[src/rtl/fb_write_arbiter_pkg.sv]
// Shared definitions for the frame-buffer write arbiter.
//   FB_AW / FB_DW          : frame buffer address / data width
//   *_DEF                  : default arbiter parameters
//   CLR_IDLE / CLR_RUN     : clear-engine state encodings
//   src_e                  : arbiter source codes (winner of a write slot)
//   fb_wr_t                : one frame-buffer write (address + data)
package fb_write_arbiter_pkg;

  localparam int unsigned FB_AW             = 16;
  localparam int unsigned FB_DW             = 8;
  localparam int unsigned LD_FIFO_DEPTH_DEF = 4;
  localparam int unsigned HOST_MAX_WAIT_DEF = 8;

  localparam logic [0:0] CLR_IDLE = 1'b0;
  localparam logic [0:0] CLR_RUN  = 1'b1;

  typedef enum logic [1:0] {
    SRC_NONE = 2'd0,
    SRC_HOST = 2'd1,
    SRC_LD   = 2'd2,
    SRC_CLR  = 2'd3
  } src_e;

  typedef struct packed {
    logic [FB_AW-1:0] addr;
    logic [FB_DW-1:0] data;
  } fb_wr_t;

endpackage

[src/rtl/fb_wr_fifo.sv]
// Loader write FIFO: synchronous, DEPTH entries of fb_wr_t.
//   clk, rst   : clock, async active-low reset (empties the FIFO)
//   push/wdata : write strobe and entry; dropped when full unless popping too
//   pop/rdata  : read strobe and head entry (rdata valid while !empty)
//   full/empty : occupancy flags
module fb_wr_fifo
  import fb_write_arbiter_pkg::*;
#(
  parameter int unsigned DEPTH = LD_FIFO_DEPTH_DEF
) (
  input  logic   clk,
  input  logic   rst,
  input  logic   push,
  input  fb_wr_t wdata,
  input  logic   pop,
  output fb_wr_t rdata,
  output logic   full,
  output logic   empty
);

  localparam int unsigned PW = $clog2(DEPTH);

  fb_wr_t         mem [DEPTH];
  logic   [PW:0]  wr_ptr;
  logic   [PW:0]  rd_ptr;
  logic           do_push;
  logic           do_pop;

  // Extra pointer bit distinguishes full from empty.
  assign empty   = (wr_ptr == rd_ptr);
  assign full    = (wr_ptr[PW] != rd_ptr[PW]) && (wr_ptr[PW-1:0] == rd_ptr[PW-1:0]);
  assign do_pop  = pop && !empty;
  assign do_push = push && (!full || do_pop);
  assign rdata   = mem[rd_ptr[PW-1:0]];

  // Pointer registers.
  always_ff @(posedge clk or negedge rst) begin
    if (!rst) begin
      wr_ptr <= '0;
      rd_ptr <= '0;
    end else begin
      if (do_push) wr_ptr <= wr_ptr + (PW+1)'(1);
      if (do_pop)  rd_ptr <= rd_ptr + (PW+1)'(1);
    end
  end

  // Storage; contents are don't-care until written.
  always_ff @(posedge clk) begin
    if (do_push) mem[wr_ptr[PW-1:0]] <= wdata;
  end

endmodule

[src/rtl/fb_write_arbiter.sv]
// Shares the frame buffer write port between the flash loader (via FIFO),
// a req/ack host and the built-in clear engine.
//   clk, rst                   : clock, async active-low reset
//   ld_en/ld_ad/ld_wd          : loader write stream, never stalled
//   host_req/host_ad/host_wd   : host write request, held until host_ack
//   host_ack                   : one-cycle pulse alongside the host write
//   clr_start/clr_color        : start a full-buffer clear with this colour
//   clr_busy                   : clear in progress
//   ld_ovf                     : sticky, a loader write was dropped
//   b_w_en/b_w_ad/b_w_wd       : registered frame buffer write port
module fb_write_arbiter
  import fb_write_arbiter_pkg::*;
#(
  parameter int unsigned LD_FIFO_DEPTH = LD_FIFO_DEPTH_DEF,
  parameter int unsigned HOST_MAX_WAIT = HOST_MAX_WAIT_DEF
) (
  input  logic             clk,
  input  logic             rst,
  input  logic             ld_en,
  input  logic [FB_AW-1:0] ld_ad,
  input  logic [FB_DW-1:0] ld_wd,
  input  logic             host_req,
  input  logic [FB_AW-1:0] host_ad,
  input  logic [FB_DW-1:0] host_wd,
  output logic             host_ack,
  input  logic             clr_start,
  input  logic [FB_DW-1:0] clr_color,
  output logic             clr_busy,
  output logic             ld_ovf,
  output logic             b_w_en,
  output logic [FB_AW-1:0] b_w_ad,
  output logic [FB_DW-1:0] b_w_wd
);

  localparam int unsigned WW = $clog2(HOST_MAX_WAIT + 2);

  logic [WW-1:0]    wait_cnt;
  logic [WW-1:0]    wait_cnt_nxt;
  logic [0:0]       clr_state;
  logic [0:0]       clr_state_nxt;
  logic [FB_AW-1:0] clr_addr;
  logic [FB_AW-1:0] clr_addr_nxt;
  logic [FB_DW-1:0] clr_col;
  logic [FB_DW-1:0] clr_col_nxt;
  logic             host_pend;
  logic             host_forced;
  logic             ld_pop;
  logic             fifo_full;
  logic             fifo_empty;
  fb_wr_t           ld_head;
  fb_wr_t           sel;
  src_e             src;

  fb_wr_fifo #(
    .DEPTH (LD_FIFO_DEPTH)
  ) u_fifo (
    .clk   (clk),
    .rst   (rst),
    .push  (ld_en),
    .wdata ({ld_ad, ld_wd}),
    .pop   (ld_pop),
    .rdata (ld_head),
    .full  (fifo_full),
    .empty (fifo_empty)
  );

  // A host already acked this cycle is not granted again.
  assign host_pend   = host_req && !host_ack;
  assign host_forced = host_pend && (wait_cnt == WW'(HOST_MAX_WAIT));
  assign ld_pop      = (src == SRC_LD);
  assign clr_busy    = (clr_state == CLR_RUN);

  // Fixed-priority slot arbitration.
  always_comb begin
    src = SRC_NONE;
    sel = '0;
    if (host_forced) begin
      src = SRC_HOST;
      sel = {host_ad, host_wd};
    end else if (!fifo_empty) begin
      src = SRC_LD;
      sel = ld_head;
    end else if (host_pend) begin
      src = SRC_HOST;
      sel = {host_ad, host_wd};
    end else if (clr_state == CLR_RUN) begin
      src = SRC_CLR;
      sel = {clr_addr, clr_col};
    end
  end

  // Host wait counter: saturating, cleared on grant or when host idles.
  always_comb begin
    wait_cnt_nxt = wait_cnt;
    if (!host_req || (src == SRC_HOST)) begin
      wait_cnt_nxt = '0;
    end else if (!host_ack && (wait_cnt != WW'(HOST_MAX_WAIT))) begin
      wait_cnt_nxt = wait_cnt + WW'(1);
    end
  end

  // Clear engine next state; advances only on slots it wins.
  always_comb begin
    clr_state_nxt = clr_state;
    clr_addr_nxt  = clr_addr;
    clr_col_nxt   = clr_col;
    case (clr_state)
      CLR_IDLE: begin
        if (clr_start) begin
          clr_state_nxt = CLR_RUN;
          clr_addr_nxt  = '0;
          clr_col_nxt   = clr_color;
        end
      end
      CLR_RUN: begin
        if (src == SRC_CLR) begin
          clr_addr_nxt = clr_addr + FB_AW'(1);
          if (clr_addr == '1) clr_state_nxt = CLR_IDLE;
        end
      end
      default: clr_state_nxt = CLR_IDLE;
    endcase
  end

  // State and output registers.
  always_ff @(posedge clk or negedge rst) begin
    if (!rst) begin
      wait_cnt  <= '0;
      clr_state <= CLR_IDLE;
      clr_addr  <= '0;
      clr_col   <= '0;
      ld_ovf    <= 1'b0;
      host_ack  <= 1'b0;
      b_w_en    <= 1'b0;
      b_w_ad    <= '0;
      b_w_wd    <= '0;
    end else begin
      wait_cnt  <= wait_cnt_nxt;
      clr_state <= clr_state_nxt;
      clr_addr  <= clr_addr_nxt;
      clr_col   <= clr_col_nxt;
      ld_ovf    <= ld_ovf || (ld_en && fifo_full && !ld_pop);
      host_ack  <= (src == SRC_HOST);
      b_w_en    <= (src != SRC_NONE);
      b_w_ad    <= sel.addr;
      b_w_wd    <= sel.data;
    end
  end

endmodule

[config.mk]
export PLATFORM = sky130hd
export DESIGN_NAME = fb_write_arbiter
export DESIGN_NICKNAME = d
export VERILOG_FILES = /design/src/rtl/fb_write_arbiter_pkg.sv /design/src/rtl/fb_wr_fifo.sv /design/src/rtl/fb_write_arbiter.sv
export SDC_FILE = /design/constraint.sdc
export NUM_CORES = 1
export LEC_CHECK = 0
export BUFFER_PORTS_ARGS = -buffer_cell sky130_fd_sc_hd__buf_2
export CAP_MARGIN = 20
export CORE_MARGIN = 2
export CORE_UTILIZATION = 45
export CTS_BUF_LIST = sky130_fd_sc_hd__clkbuf_4 sky130_fd_sc_hd__clkbuf_8
export CTS_CLUSTER_DIAMETER = 40
export DETAILED_ROUTE_END_ITERATION = 12
export MAX_ROUTING_LAYER = met4
export PLACE_DENSITY = 0.65
export SLEW_MARGIN = 40
export SYNTH_ARGS = -nofsm -noshare
export SYNTH_HDL_FRONTEND = slang
export SYNTH_SLANG_ARGS = --single-unit
[constraint.sdc]
create_clock -name clk -period 2.6 [get_ports clk]
set_clock_uncertainty 0.05 [all_clocks]
set_input_delay 0.52 -clock clk [delete_from_list [all_inputs] [get_ports clk]]
set_output_delay 0.52 -clock clk [all_outputs]
set_load 0.05 [all_outputs]
==> flow_metrics.tcl <==
set metrics [dict create \
    cts_root_buf "clkbuf_8" \
    max_stage_delay_ns 0.43 \
    outcome "finished clean" \
    dr.pass1.iters 5 \
    drive_gt1_share_pct 32.4 \
    clk_pin_slew_ns 0.08 \
    cts_setup_buffers 0 \
    post_synth_xor_area_fraction_pct 1.69 \
    clk_latency_ns 0.44 \
    syn_area_sq_um 6650 \
    cts_buffer_depth 2 \
    p_leak_nw 3.01 \
    crit_fanout 24 \
    cp_slowest_cell "dfrtp_1" \
    tritoncts "done" \
    grt_pass1_vias 4179 \
    tightest_slew_ns 0.572 \
    setup_slack_ns 0.576 \
    synth.mux.area_fraction_pct 9.63 \
    crit_path_start_kind "flip-flop" \
    hold_buffers 0 \
    wirelength_mm 13.8 \
    synthAdderAreaFrac_pct 1.50 \
    cts_resized 0 \
    die_x_um 126 \
    synth_top_area_share_pct 43.3 \
    setup_viol 0 \
    synth_cell_types 57 \
    synth_fp_nets 521 \
    place_congestion 0.917 \
    htree_levels 4 \
    synth-simple-area-share_pct 10.0 \
    start_util_pct 46.0 \
    cts_sinks 158 \
    synth_edf_count 96 \
    synth_top_family_by_area "simple AND/OR/NAND/NOR gates" \
    grt_util_all_layers_pct 19.2 \
    syn_to_final_growth_pct 15.3 \
    final_max_slew_viol_count 0 \
    crit_chain "inv_1 -> ha_1 -> nand4_4 -> o31a_1 -> and2_1 -> buf_4" \
    synth_seq_cells 158 \
    synth_most_common_cell "edfxtp_1" \
    reg2reg_slack_ns 0.58 \
    ys.warnings.count 0 \
    endpoint_kind "flip-flop" \
    fmax_ghz 0.494 \
    drc 0 \
    vias 4037 \
    yosysSeqAreaShare_pct 66.6 \
    synth_top_cells_by_count "96 x edfxtp_1, 62 x dfrtp_1, 44 x nand2_1, 29 x a21oi_1" \
    vias_per_cell 5.44 \
    die_h_um 126 \
    critPathKind "flip-flop to flip-flop" \
    syn-mean-instance-area_sq_um 14.7 \
    rows 44 \
    antenna_found_initial 0 \
    period_needed_ns 2.02 \
    hold_path.class "primary input to async pin" \
    grt_max_degree 63 \
    rsz0062_at_grt "no" \
    hpwlAfterDp_mm 9.26 \
    io_buffers 88 \
    core_sq_um 14500 \
    dp_slack_ns 0.548 \
    die-area_sq_um 15800 \
    wl_per_cell_um 18.7 \
    crit_required_ns 2.71 \
    antenna_left 0 \
    synth_compound_area_share_pct 7.73 \
    synth-async-reset-ratio_pct 39.2 \
    io_pins 89 \
    diodes 0 \
    arrival_ns 2.13 \
    grt_pass1_wl_mm 22.3 \
    drtIter0Drc 473 \
    relSlewSlack_pct 61.8 \
    cellPowerDensity_nw_per_um2 1170 \
    min_period_over_period_pct 77.8 \
    power.total_w 0.00900 \
    hold_viol 0 \
    numCtsBuffers 17 \
    drv_cap 0 \
    synth_cells 452 \
    synthTopCellsByArea "edfxtp_1 43%, dfrtp_1 23%, mux4_2 8.1%, nand2_1 2.5%, and3_1 2.3%" \
    ir_drop_mv 0.540 \
    overflow 0 \
    nNetsFinal 614 \
    fin_tns_setup_ns 0 \
    yosysTopAreaCell "edfxtp_1" \
    ys.flop_type "edfxtp_1" \
]
[registers in the layout, summed over array words and instances (netlist names)]
signal / flops
b_w_ad: 16
clr_busy: 1
u_fifo.rd_ptr: 3
ld_ovf: 1
b_w_en: 1
clr_col: 8
host_ack: 1
u_fifo.wr_ptr: 3
u_fifo.mem: 96
b_w_wd: 8
wait_cnt: 4
clr_addr: 16
[worst max-delay path: cells and delay by family, from the launching register on]
family	cells	cell delay, ns
flops	1	0.43
compound gates	1	0.41
buf+inv	2	0.32
simple gates	2	0.32
fa+ha+maj	1	0.21
[where the power goes]
| group | leakage (nW) | total [W] | switching, W | internal (W) |
|---|---|---|---|---|
| clock | 0.191 | 0.00179 | 0.000901 | 0.000891 |
| combinational | 1.17 | 0.00361 | 0.00236 | 0.00125 |
| sequential | 1.65 | 0.00360 | 0.000272 | 0.00332 |
[logic make-up after synthesis]
logic type / Yosys count
AO/OA/AOI/OAI: 90
XOR/XNOR: 9
flip-flops: 158
adder cells (fa/ha/maj): 8
AND/OR/NAND/NOR: 119
buffers and inverters: 35
multiplexers: 33
[area by class of cell]
type | instances | area, sq um
multi-input combinational | 259 | 2030
sequential | 158 | 4430
inverter | 8 | 30.0
fill | 1215 | 6800
clock buffer | 20 | 256
tap | 184 | 230
timing repair buffer | 101 | 554
clock inverter | 12 | 136
[path summary, 6_finish.rpt]
path,start,to,depth (start not counted)
setup / recovery,wait_cnt[0]$_DFFE_PN0P_,u_fifo.mem[2][17]$_DFFE_PP_,6
hold / removal,rst,b_w_ad[7]$_DFF_PN0_,2
setup reg to reg,wait_cnt[0]$_DFFE_PN0P_,u_fifo.mem[2][17]$_DFFE_PP_,6
hold reg to reg,ld_ovf$_DFF_PN0_,ld_ovf$_DFF_PN0_,1
max in group asynchronous,rst,clr_col[6]$_DFFE_PN0P_,2
min in group clk,host_wd[3],b_w_wd[3]$_DFF_PN0_,3
[stage by stage]
step / util [%] / cells / cell area [sq um] / hold slack, ns
global placement: 50.3 / 710 / 7280 / 0.399
finish: 53.0 / 742 / 7670 / 0.0919
global route: 53.0 / 742 / 7670 / 0.133
detailed placement: 50.3 / 710 / 7280 / 0.401
floorplan: - / 452 / 6650 / 0.174
CTS: 53.0 / 742 / 7670 / 0.206
[layer usage]
metal | up-vias | global-route usage [%] | part of all wire [%]
met4 | 0 | 6.27 | 1.2
met3 | 15 | 3.85 | 3.9
met5 | - | - | 0
met1 | 2042 | 26.3 | 45
met2 | 86 | 29.0 | 50
li1 | 1894 | - | -
[cell usage in the layout (no fill, tap or decap), types with 4 or more instances in the layout]
cell	instances
a21oi_1	29
and3_1	24
buf_2	88
buf_4	11
clkbuf_8	17
dfrtp_1	62
edfxtp_1	96
ha_1	8
inv_1	8
mux2_2	8
mux4_2	24
nand2_1	44
nand3_1	6
nand4_1	5
nor2_1	4
nor3_1	9
o21ai_0	23
o21ai_1	19
xnor2_1	4
Power figures use the tool's default switching activity.
